[src/rtl/fan_pkg.sv]
// fan_pkg: shared definitions for the multi-channel fan controller.
//   fan_cfg_t    : bundle of default configuration values
//   PWM_MAX      : largest duty code at the default PWM resolution
//   MEAS_MAX     : largest revolution time (us) at the default measurement width
//   duty_slice() : extracts one channel's duty field from the packed request bus
package fan_pkg;

    typedef struct packed {
        int unsigned n_fan;
        int unsigned pwm_bits;
        int unsigned pwm_div;
        int unsigned meas_bits;
        int unsigned ppr;
        int unsigned kick_ms;
    } fan_cfg_t;

    localparam fan_cfg_t FAN_CFG_DEF = '{
        n_fan:     32'd2,
        pwm_bits:  32'd8,
        pwm_div:   32'd32,
        meas_bits: 32'd20,
        ppr:       32'd2,
        kick_ms:   32'd500
    };

    localparam int unsigned PWM_MAX  = (32'd1 << FAN_CFG_DEF.pwm_bits) - 32'd1;
    localparam int unsigned MEAS_MAX = (32'd1 << FAN_CFG_DEF.meas_bits) - 32'd1;

    // Widest duty field and widest packed request bus the helper supports.
    localparam int unsigned DUTY_W_MAX = 32'd16;
    localparam int unsigned PCT_W_MAX  = 32'd256;

    // Returns channel ch's duty field (bits wide), zero-extended to DUTY_W_MAX.
    function automatic logic [DUTY_W_MAX-1:0] duty_slice(
        input logic [PCT_W_MAX-1:0] pct_vec,
        input int unsigned          ch,
        input int unsigned          bits
    );
        logic [PCT_W_MAX-1:0]  shifted;
        logic [DUTY_W_MAX-1:0] mask;
        shifted = pct_vec >> (ch * bits);
        mask    = DUTY_W_MAX'((32'd1 << bits) - 32'd1);
        return shifted[DUTY_W_MAX-1:0] & mask;
    endfunction

endpackage

[src/rtl/fan_tach_meas.sv]
// fan_tach_meas: per-channel tach front end and revolution-time measurement.
//   clk, rst_n : system clock, asynchronous active-low reset
//   us_stb     : 1-cycle strobe every microsecond
//   tach_in    : raw asynchronous tach input
//   force_off  : fan commanded off; suppresses the stall flag
//   uspr       : microseconds per full revolution (PPR tach pulses)
//   stall      : no completed revolution before the accumulator saturated
module fan_tach_meas
    import fan_pkg::*;
#(
    parameter int unsigned MEAS_BITS = FAN_CFG_DEF.meas_bits,
    parameter int unsigned PPR       = FAN_CFG_DEF.ppr
) (
    input  logic                 clk,
    input  logic                 rst_n,
    input  logic                 us_stb,
    input  logic                 tach_in,
    input  logic                 force_off,
    output logic [MEAS_BITS-1:0] uspr,
    output logic                 stall
);

    localparam int unsigned          PC_W    = (PPR > 1) ? $clog2(PPR) : 1;
    localparam logic [PC_W-1:0]      PC_LAST = PC_W'(PPR - 1);
    localparam logic [PC_W-1:0]      PC_ZERO = {PC_W{1'b0}};
    localparam logic [MEAS_BITS-1:0] ACC_MAX = {MEAS_BITS{1'b1}};
    localparam logic [MEAS_BITS-1:0] ACC_ONE = MEAS_BITS'(1'b1);

    logic                 sync1_q, sync1_d;
    logic                 sync2_q, sync2_d;
    logic                 samp_q, samp_d;
    logic                 prev_q, prev_d;
    logic [MEAS_BITS-1:0] acc_q, acc_d;
    logic [PC_W-1:0]      pc_q, pc_d;
    // armed_q: a revolution start edge has been seen since reset or stall, so
    // acc is counting from a real edge and the next completion is trustworthy.
    // This is why the first valid result after reset needs PPR+1 edges.
    logic                 armed_q, armed_d;
    logic [MEAS_BITS-1:0] uspr_q, uspr_d;
    logic                 stall_q, stall_d;
    logic                 rise_s;
    logic                 acc_at_max_s;
    logic [MEAS_BITS-1:0] acc_inc_s;

    // Synchroniser, us-rate sampling, edge detection and measurement next state
    always_comb begin
        sync1_d      = tach_in;
        sync2_d      = sync1_q;
        samp_d       = samp_q;
        prev_d       = prev_q;
        acc_d        = acc_q;
        pc_d         = pc_q;
        armed_d      = armed_q;
        uspr_d       = uspr_q;
        stall_d      = stall_q;
        rise_s       = samp_q & ~prev_q;
        acc_at_max_s = (acc_q == ACC_MAX);
        acc_inc_s    = acc_at_max_s ? ACC_MAX : (acc_q + ACC_ONE);

        if (us_stb) begin
            samp_d = sync2_q;
            prev_d = samp_q;
            if (rise_s) begin
                // An edge takes priority over saturation on the same strobe.
                if (!armed_q) begin
                    acc_d   = ACC_ONE;
                    pc_d    = PC_ZERO;
                    armed_d = 1'b1;
                end else if (pc_q == PC_LAST) begin
                    uspr_d  = acc_q;
                    acc_d   = ACC_ONE;
                    pc_d    = PC_ZERO;
                    stall_d = 1'b0;
                end else begin
                    pc_d  = pc_q + PC_W'(1'b1);
                    acc_d = acc_inc_s;
                end
            end else if (acc_at_max_s) begin
                // The revolution in progress is lost; restart from the next edge.
                uspr_d  = ACC_MAX;
                stall_d = 1'b1;
                armed_d = 1'b0;
            end else begin
                acc_d = acc_inc_s;
            end
        end else begin
            acc_d = acc_q;
        end

        if (force_off) begin
            stall_d = 1'b0;
        end else begin
            stall_d = stall_d;
        end
    end

    // Measurement state registers
    always_ff @(posedge clk or negedge rst_n) begin
        if (!rst_n) begin
            sync1_q <= 1'b0;
            sync2_q <= 1'b0;
            samp_q  <= 1'b0;
            prev_q  <= 1'b0;
            acc_q   <= {MEAS_BITS{1'b0}};
            pc_q    <= PC_ZERO;
            armed_q <= 1'b0;
            uspr_q  <= {MEAS_BITS{1'b0}};
            stall_q <= 1'b0;
        end else begin
            sync1_q <= sync1_d;
            sync2_q <= sync2_d;
            samp_q  <= samp_d;
            prev_q  <= prev_d;
            acc_q   <= acc_d;
            pc_q    <= pc_d;
            armed_q <= armed_d;
            uspr_q  <= uspr_d;
            stall_q <= stall_d;
        end
    end

    assign uspr  = uspr_q;
    assign stall = stall_q;

endmodule

[src/rtl/fan_ctrl_multi.sv]
// fan_ctrl_multi: multi-channel fan controller.
//   clk, rst_n : system clock, asynchronous active-low reset
//   tsc_1ppms  : 1-cycle strobe every millisecond (kick timing)
//   tsc_1ppus  : 1-cycle strobe every microsecond (tach measurement)
//   fan_pct    : requested duty, channel i at [i*PWM_BITS +: PWM_BITS]
//   fan_tach   : raw asynchronous tach inputs
//   fan_pwm    : registered PWM outputs, all channels phase-aligned
//   fan_uspr   : microseconds per revolution, channel i at [i*MEAS_BITS +: MEAS_BITS]
//   fan_stall  : stall flag per channel
module fan_ctrl_multi
    import fan_pkg::*;
#(
    parameter int unsigned N_FAN     = FAN_CFG_DEF.n_fan,
    parameter int unsigned PWM_BITS  = FAN_CFG_DEF.pwm_bits,
    parameter int unsigned PWM_DIV   = FAN_CFG_DEF.pwm_div,
    parameter int unsigned MEAS_BITS = FAN_CFG_DEF.meas_bits,
    parameter int unsigned PPR       = FAN_CFG_DEF.ppr,
    parameter int unsigned KICK_MS   = FAN_CFG_DEF.kick_ms
) (
    input  logic                         clk,
    input  logic                         rst_n,
    input  logic                         tsc_1ppms,
    input  logic                         tsc_1ppus,
    input  logic [N_FAN*PWM_BITS-1:0]    fan_pct,
    input  logic [N_FAN-1:0]             fan_tach,
    output logic [N_FAN-1:0]             fan_pwm,
    output logic [N_FAN*MEAS_BITS-1:0]   fan_uspr,
    output logic [N_FAN-1:0]             fan_stall
);

    localparam int unsigned         PRESC_W    = (PWM_DIV > 1) ? $clog2(PWM_DIV) : 1;
    localparam int unsigned         KICK_W     = (KICK_MS > 0) ? $clog2(KICK_MS + 1) : 1;
    localparam logic [PRESC_W-1:0]  PRESC_LAST = PRESC_W'(PWM_DIV - 1);
    localparam logic [PWM_BITS-1:0] DUTY_FULL  = {PWM_BITS{1'b1}};
    localparam logic [PWM_BITS-1:0] DUTY_ZERO  = {PWM_BITS{1'b0}};
    localparam logic [KICK_W-1:0]   KICK_LOAD  = KICK_W'(KICK_MS);
    localparam logic [KICK_W-1:0]   KICK_ZERO  = {KICK_W{1'b0}};

    logic [PRESC_W-1:0]   presc_q, presc_d;
    logic [PWM_BITS-1:0]  cnt_q, cnt_d;
    logic                 pwm_ce_s;
    logic                 period_start_s;
    logic [PCT_W_MAX-1:0] pct_pad_s;

    // Prescaler and shared period counter next state
    always_comb begin
        pwm_ce_s       = (presc_q == PRESC_LAST);
        period_start_s = pwm_ce_s && (cnt_q == DUTY_FULL);
        if (pwm_ce_s) begin
            presc_d = {PRESC_W{1'b0}};
            cnt_d   = cnt_q + PWM_BITS'(1'b1);
        end else begin
            presc_d = presc_q + PRESC_W'(1'b1);
            cnt_d   = cnt_q;
        end
    end

    // Prescaler and period counter registers
    always_ff @(posedge clk or negedge rst_n) begin
        if (!rst_n) begin
            presc_q <= {PRESC_W{1'b0}};
            cnt_q   <= DUTY_ZERO;
        end else begin
            presc_q <= presc_d;
            cnt_q   <= cnt_d;
        end
    end

    assign pct_pad_s = PCT_W_MAX'(fan_pct);

    for (genvar i = 0; i < N_FAN; i++) begin : g_ch
        logic [PWM_BITS-1:0] pct_s;
        logic [PWM_BITS-1:0] duty_q, duty_d;
        logic [KICK_W-1:0]   kick_q, kick_d;
        logic [PWM_BITS-1:0] duty_eff_s;
        logic                pwm_q, pwm_d;
        logic                off_s;

        // Duty latch at period start, kick load/countdown, PWM compare
        always_comb begin
            pct_s  = PWM_BITS'(duty_slice(pct_pad_s, 32'(i), PWM_BITS));
            duty_d = duty_q;
            kick_d = kick_q;
            if (period_start_s) begin
                duty_d = pct_s;
                if (pct_s == DUTY_ZERO) begin
                    kick_d = KICK_ZERO;
                end else if ((duty_q == DUTY_ZERO) && (KICK_MS > 0)) begin
                    kick_d = KICK_LOAD;
                end else if (tsc_1ppms && (kick_q != KICK_ZERO)) begin
                    kick_d = kick_q - KICK_W'(1'b1);
                end else begin
                    kick_d = kick_q;
                end
            end else if (tsc_1ppms && (kick_q != KICK_ZERO)) begin
                kick_d = kick_q - KICK_W'(1'b1);
            end else begin
                kick_d = kick_q;
            end

            duty_eff_s = (kick_q != KICK_ZERO) ? DUTY_FULL : duty_q;
            // Full-scale duty must stay high through the last count too.
            pwm_d      = (duty_eff_s == DUTY_FULL) || (cnt_q < duty_eff_s);
            off_s      = (duty_eff_s == DUTY_ZERO);
        end

        // Per-channel duty, kick and PWM output registers
        always_ff @(posedge clk or negedge rst_n) begin
            if (!rst_n) begin
                duty_q <= DUTY_ZERO;
                kick_q <= KICK_ZERO;
                pwm_q  <= 1'b0;
            end else begin
                duty_q <= duty_d;
                kick_q <= kick_d;
                pwm_q  <= pwm_d;
            end
        end

        assign fan_pwm[i] = pwm_q;

        fan_tach_meas #(
            .MEAS_BITS (MEAS_BITS),
            .PPR       (PPR)
        ) u_meas (
            .clk       (clk),
            .rst_n     (rst_n),
            .us_stb    (tsc_1ppus),
            .tach_in   (fan_tach[i]),
            .force_off (off_s),
            .uspr      (fan_uspr[i*MEAS_BITS +: MEAS_BITS]),
            .stall     (fan_stall[i])
        );
    end

endmodule

[config.mk]
export PLATFORM = sky130hd
export DESIGN_NAME = fan_ctrl_multi
export DESIGN_NICKNAME = d
export VERILOG_FILES = /design/src/rtl/fan_pkg.sv /design/src/rtl/fan_tach_meas.sv /design/src/rtl/fan_ctrl_multi.sv
export SDC_FILE = /design/constraint.sdc
export NUM_CORES = 1
export LEC_CHECK = 0
export ABC_AREA = 1
export CELL_PAD_IN_SITES_DETAIL_PLACEMENT = 0
export CELL_PAD_IN_SITES_GLOBAL_PLACEMENT = 1
export CORE_ASPECT_RATIO = 1.2
export CORE_MARGIN = 2
export CORE_UTILIZATION = 43
export DETAILED_ROUTE_END_ITERATION = 7
export HOLD_SLACK_MARGIN = 0.06
export MAX_ROUTING_LAYER = met4
export PLACE_DENSITY = 0.82
export SLEW_MARGIN = 30
export SYNTH_ARGS = -nofsm -noshare
export SYNTH_HDL_FRONTEND = slang
export SYNTH_SLANG_ARGS = --single-unit
[constraint.sdc]
create_clock -name clk -period 2.6 [get_ports clk]
set_input_delay 0.78 -clock clk [delete_from_list [all_inputs] [get_ports clk]]
set_output_delay 0.78 -clock clk [all_outputs]
set_load 0.02 [all_outputs]
Word-level counts from Yosys, hierarchy flattened
Index checks and enable logic that the tools add are counted.
Operators by class
  add/sub/neg operators: 8
  $lt $le $gt $ge: 2
  equal/unequal tests: 16
  muxes and demuxes: 49
  bitwise gates (word level): 4
  reduce and logical (&&, ||, !) cells: 29
Operator list (number)
  $mux 20: 18
  $mux 9: 8
  $logic_not 8->1: 6
  $add 20x1->20 const B: 2
  $eq 20x20->1 const B: 2
  $eq 8x8->1 const B: 3
  $mux 1: 20
  $reduce_bool 9->1: 2
  $sub 9x1->9 const B: 2
  $lt 8x8->1: 2
  $mux 8: 2
  $reduce_and 4->1: 4
  $ne 2x1->1 const B: 6
  $ne 3x2->1 const B: 4
  $reduce_and 2->1: 6
  $add 8x1->8 const B: 1
  $reduce_bool 2->1: 4
  $reduce_bool 3->1: 2
  $add 5x1->5 const B: 1
  $eq 5x5->1 const B: 1
  $mux 5: 1
  $logic_and 1x1->1: 3
  $add 1x1->1 const B: 2
  $and 1x1->1: 2
  other kinds (2): 4
Storage, ports and cells
  flip-flop bits (word level): 143
  bits of input ports: 22
  logic and storage cells: 134

Logic depth before layout (Yosys ltp)
Gate-level depths: netlist (run 1).
  word-level depth: 6
  gate-level depth with buffers: 14
  gate-level depth less buffers: 14

Cells and area by module
From an unflattened synthesis (run 1), not the netlist that was laid out.
Unflattened totals
  cells, all modules: 1107
  area, all modules: 8245.4 µm²
Modules (own cells, without submodules)
  fan_ctrl_multi: instances 1, cells each 368, area an instance 2902.8 µm²
  fan_tach_meas (g_ch[1].u_meas): instances 1, cells each 372, area an instance 2702.6 µm²
  fan_tach_meas (g_ch[0].u_meas): instances 1, cells each 367, area an instance 2640.0 µm²

Worst setup path before layout (run 1)
OpenSTA, ideal clock, no wires.
  path type: register to register
  start point: register presc_q[0]
  end point: register g_ch[0].kick_q[1]
  arrival time: 1.901 ns
  data required time: 2.506 ns
  slack: 0.605 ns
  stages on the path, launching flop included: 14
  period minus slack after synthesis: 1.995 ns
  path through: dfrtp_1 > ha_1 > nand2_1 > nor2_1 > ha_1 > buf_2 > nand3_1 > inv_1 > nand3_1 > buf_2 > nor2_1 > inv_1 > nand2_1 > a211oi_1
Between the ends
  longest elaborated chain between the ends: 3
RTL lines
  from (decl): line fan_ctrl_multi.sv:39  | logic [PRESC_W-1:0] presc_q, presc_d;
  from (signal assigned): line fan_ctrl_multi.sv:61  | presc_q <= {PRESC_W{1'b0}};
  from (signal assigned): line fan_ctrl_multi.sv:64  | presc_q <= presc_d;
  $eq 5x5->1: line fan_ctrl_multi.sv:47  | pwm_ce_s = (presc_q == PRESC_LAST);
  $logic_and 1x1->1: line fan_ctrl_multi.sv:48  | period_start_s = pwm_ce_s && (cnt_q == DUTY_FULL);
  $mux 9: line fan_ctrl_multi.sv:84  | if (period_start_s) begin
  net g_ch[0].kick_d[1]: line fan_ctrl_multi.sv:74  | logic [KICK_W-1:0] kick_q, kick_d;
  to (signal assigned): line fan_ctrl_multi.sv:115  | kick_q <= kick_d;
  to (decl): line fan_ctrl_multi.sv:74
The timed path passes the listed nets, and every way through them passes these cells.
A chain may end at the register's enable or synchronous reset.

Final worst setup path (run 1)
  start point: register g_ch[0].kick_q[0]
  end point: register g_ch[0].pwm_q
Between the ends
  longest elaborated chain between the ends: 4
  elaborated cells on any way between the ends: 5
  classes of those cells: order compare (1); eq/ne (1); mux (1); reduce/logical (2)
RTL lines
  $reduce_bool 9->1 *: line fan_ctrl_multi.sv:101  | duty_eff_s = (kick_q != KICK_ZERO) ? DUTY_FULL : duty_q;
  $mux 8 *: line fan_ctrl_multi.sv:101
  $lt 8x8->1 or $eq 8x8->1 (tied branches): line fan_ctrl_multi.sv:103  | pwm_d = (duty_eff_s == DUTY_FULL) || (cnt_q < duty_eff_s);
  $logic_or 1x1->1 *: line fan_ctrl_multi.sv:103
  net g_ch[0].pwm_d: line fan_ctrl_multi.sv:76  | logic pwm_q, pwm_d;
  to (signal assigned): line fan_ctrl_multi.sv:116  | pwm_q <= pwm_d;
  to (decl): line fan_ctrl_multi.sv:76
The timed path passes the listed nets; every way through them passes the cells marked *.

==> impl_metrics.toml, run 1 <==
[logic_synthesis]
syn_area_per_cell_um2 = 7.923
netlist_top_cells_area = "dfrtp_1, nand2_1, nor2_1"
ys_seq_area_share_pct = 48.15
yosys.area.top_type = "dfrtp_1"
synth.net_count = 977
syn_area_mm2 = 0.007432
synth_seq_cells = 143
synthCells = 938
ys_warn_count = 0
synth_top_area_share_pct = 48.15
yosysUniqueCellTypes = 37

[setup_path]
cp.arrival_ns = 2.61
end_kind = "register"
path_max_fanout = 8
crit_type = "register to register"
cp_slowest_stage_delay_ns = 0.37
crit_required_ns = 2.95
worst_path_max_delay_cell = "dfrtp_1"
startpoint_type = "register"
crit_chain = "inv_1, ha_1, nand2_1, nor2_2, nand2_1, nor2_1, ha_1, a21oi_1, nor2_1, a211oi_1, nand2_1, nand2_1"
crit_top_cell = "nand2_1"

[timing]
layout_worst_path_cycle_share_pct = 86.81
worst_pin_slew_ns = 0.5229
layout_min_cycle_time_ns = 2.257
slew_headroom_pct = 64.82
hold_viol = 0
rsz0062_at_grt = "false"
clock_skew_ns = 0.009368
setup_viol = 0
fmax_ghz = 0.4431
tns_ns = 0
finalMaxSlewViolations = 0
timing.hold.ws_ns = 0.3036

[placement]
gp_congestion = 0.8727
dp_hpwl_mm = 11.51
dpl_cell_area_mm2 = 0.008356
io_buffer_count = 65
dp.cells = 1207

[layout]
fin_nets = 1049
final_area_mm2 = 0.008833
multi_input_area_mm2 = 0.003371
antenna_cells = 0
final_cells = 1234
syn2layout_area_growth_pct = 18.86
layout-drive-gt1-share_pct = 6.582
filler_cell_count = 1640
regArea_mm2 = 0.003578

[min_path]
min-delay-path-class = "input pin to async pin"

[global_routing]
grt_pass1_vias = 5862
grt.total_usage_pct = 19.61
grt_max_degree = 48
overflow = 0
antenna_found_initial = 0
grt_pass1_wl_mm = 27.91

[floorplan]
rows = 52
coreArea_mm2 = 0.01692
dieArea_mm2 = 0.01836
io_pins = 66
start_util_pct = 43.93
die_w_um = 124.0
dieHeight_um = 148.0

[pwr]
p_leak_nw = 4.286
totalPowerFinal_w = 0.006914
ir_worst_vdd_uv = 431.9
p_per_area_mw_per_mm2 = 782.8

[cts]
ctsHtreeMaxLevel = 4
hold_buffers = 0
cts_root_buffer = "clkbuf_16"
postCtsSetupBuffers = 0
cts_tree = "yes"
postCtsResizedCells = 0
clkSinkCount = 143
worstSkewPairLatency_ns = 0.41
cts_buffers = 17
cts.reportedPaths.clkPinSlew_ns = 0.06
clock_tree.buffer_depth = 2

[drt]
first_pass_iters = 4
dr_total_vias = 6049
wl_per_cell_um = 12.94
antenna_left = 0
dr.first_iter.drc_count = 383
drc = 0
wl_mm = 15.97
vias_per_cell = 4.902

[status]
status = "complete, no violations"

[flow_run]
drv_cap = 0
## path summary, 6_finish.rpt
check | depth (start not counted) | slack (ns) | start | to
worst min register to register | 0 | 0.36 | g_ch[0].u_meas.sync1_q | g_ch[0].u_meas.sync2_q
min in group clk | 0 | 0.36 | g_ch[0].u_meas.sync1_q | g_ch[0].u_meas.sync2_q
worst min-delay path | 1 | 0.30 | rst_n | g_ch[0].u_meas.uspr[7]
max in group asynchronous | 2 | 1.69 | rst_n | g_ch[1].kick_q[3]
worst max register to register | 12 | 0.34 | g_ch[0].kick_q[0] | g_ch[0].pwm_q
worst max-delay path | 12 | 0.34 | g_ch[0].kick_q[0] | g_ch[0].pwm_q
## cells in the mapped netlist, drive strengths merged
cell and n:
nor3 14, a211oi 4, nand4 18, and2 2, and3 1, a22oi 3, or2 1, buf 19
a31o 1, nor2 145, o211ai 6, nand3b 3, clkbuf 12, xnor2 14, xor2 26, dfrtp 143
a21oi 20, clkinv 1, nand3 40, ha 17, nor4 2, inv 82, a31oi 1, nand2 252
o21ai 111
## per-stage QoR
step                utilization, %  setup WS [ns]
finish                       52.22         0.3430
global placement             49.39         0.3786
global route                 52.22       0.007106
CTS                          52.22         0.3248
detailed placement           49.39         0.3453
floorplan                        -         0.6052
## registers in the layout, indices dropped and copies added, names as in the netlist, 5 cells and up
name	cells
cnt_q	8
g_ch.duty_q	16
g_ch.kick_q	18
g_ch.u_meas.acc_q	40
g_ch.u_meas.uspr	40
presc_q	5
## layer usage
metal  up-vias  wire [um]  track usage (%)
li1       3163          -                -
met2       101       7607            31.13
met5         -          0                -
met4         0        184            5.112
met3        18        447            3.588
met1      2767       7731            25.92
## power by group
part	switching (W)	internal (W)	total, W
logic	0.00103	0.000847	0.00188
registers	0.000319	0.00266	0.00298
clock network	0.000840	0.00122	0.00206
## worst max-delay path: cells and delay by family, from the launching register on
kind                     cells  cell delay, ns
AO/OA/AOI/OAI                2            0.33
adder cells (fa/ha/maj)      2            0.50
buffers and inverters        1            0.10
flip-flops                   1            0.37
AND/OR/NAND/NOR              7            0.88
## cell families after synthesis
group | after synthesis | share of synthesized area (%)
and+or+nand+nor | 478 | 27.44
AOI/OAI and AO/OA | 146 | 10.34
DFF | 143 | 48.15
buffers and inverters | 114 | 6.498
xor gates and xnor gates | 40 | 4.714
adders and majority gates | 17 | 2.862
## placed cells by master (no fill, tap or decap), types with 20 or more instances in the layout
cell               n
a21oi_1           20
clkdlybuf4s50_1   64
dfrtp_1          143
inv_1             75
nand2_1          247
nand3_1           38
nor2_1           137
o21ai_0           35
o21ai_1           76
xor2_1            26
## area by class of cell
class | count | area share (%)
multi-input combinational | 681 | 38.16
timing repair buffer | 84 | 9.278
sequential | 143 | 40.51
inverter | 83 | 3.584
clock buffer | 25 | 5.269
clock inverter | 2 | 0.1416
tap | 216 | 3.059
Power figures use the tool's default switching activity.
==> run 2: changes to the inputs <==
--- a/config.mk
+++ b/config.mk
@@ -15,6 +15,7 @@
 export HOLD_SLACK_MARGIN = 0.06
 export MAX_ROUTING_LAYER = met4
 export PLACE_DENSITY = 0.82
+export SKIP_LAST_GASP = 1
 export SLEW_MARGIN = 30
 export SYNTH_ARGS = -nofsm -noshare
 export SYNTH_HDL_FRONTEND = slang
==> constraint.sdc (replaced) <==
create_clock -name clk -period 2.6 [get_ports clk]
set_input_delay 0.78 -clock clk [delete_from_list [all_inputs] [get_ports clk]]
set_output_delay 0.78 -clock clk [all_outputs]
set_load 0.05 [all_outputs]
==> results of run 2 <==
The final DEF is identical to that of run 1. Status: complete, no violations.
Among the figures that moved: setup slack after layout 0.3430 ns -> 0.2050 ns; start point of the critical path g_ch[0].kick_q[0] -> g_ch[0].u_meas.stall; end point of the critical path g_ch[0].pwm_q -> fan_stall[0]; total power 0.006914 W -> 0.007443 W; worst IR drop on VDD 431.9 uV -> 433.0 uV
==> run 3: changes to the inputs <==
--- a/config.mk
+++ b/config.mk
@@ -15,7 +15,6 @@
 export HOLD_SLACK_MARGIN = 0.06
 export MAX_ROUTING_LAYER = met4
 export PLACE_DENSITY = 0.82
-export SKIP_LAST_GASP = 1
 export SLEW_MARGIN = 30
 export SYNTH_ARGS = -nofsm -noshare
 export SYNTH_HDL_FRONTEND = slang
==> results of run 3 <==
The final DEF is identical to that of run 1. Status: complete, no violations.
Among the figures that moved: setup slack after layout 0.3430 ns -> 0.2050 ns; start point of the critical path g_ch[0].kick_q[0] -> g_ch[0].u_meas.stall; end point of the critical path g_ch[0].pwm_q -> fan_stall[0]; total power 0.006914 W -> 0.007443 W; worst IR drop on VDD 431.9 uV -> 433.0 uV
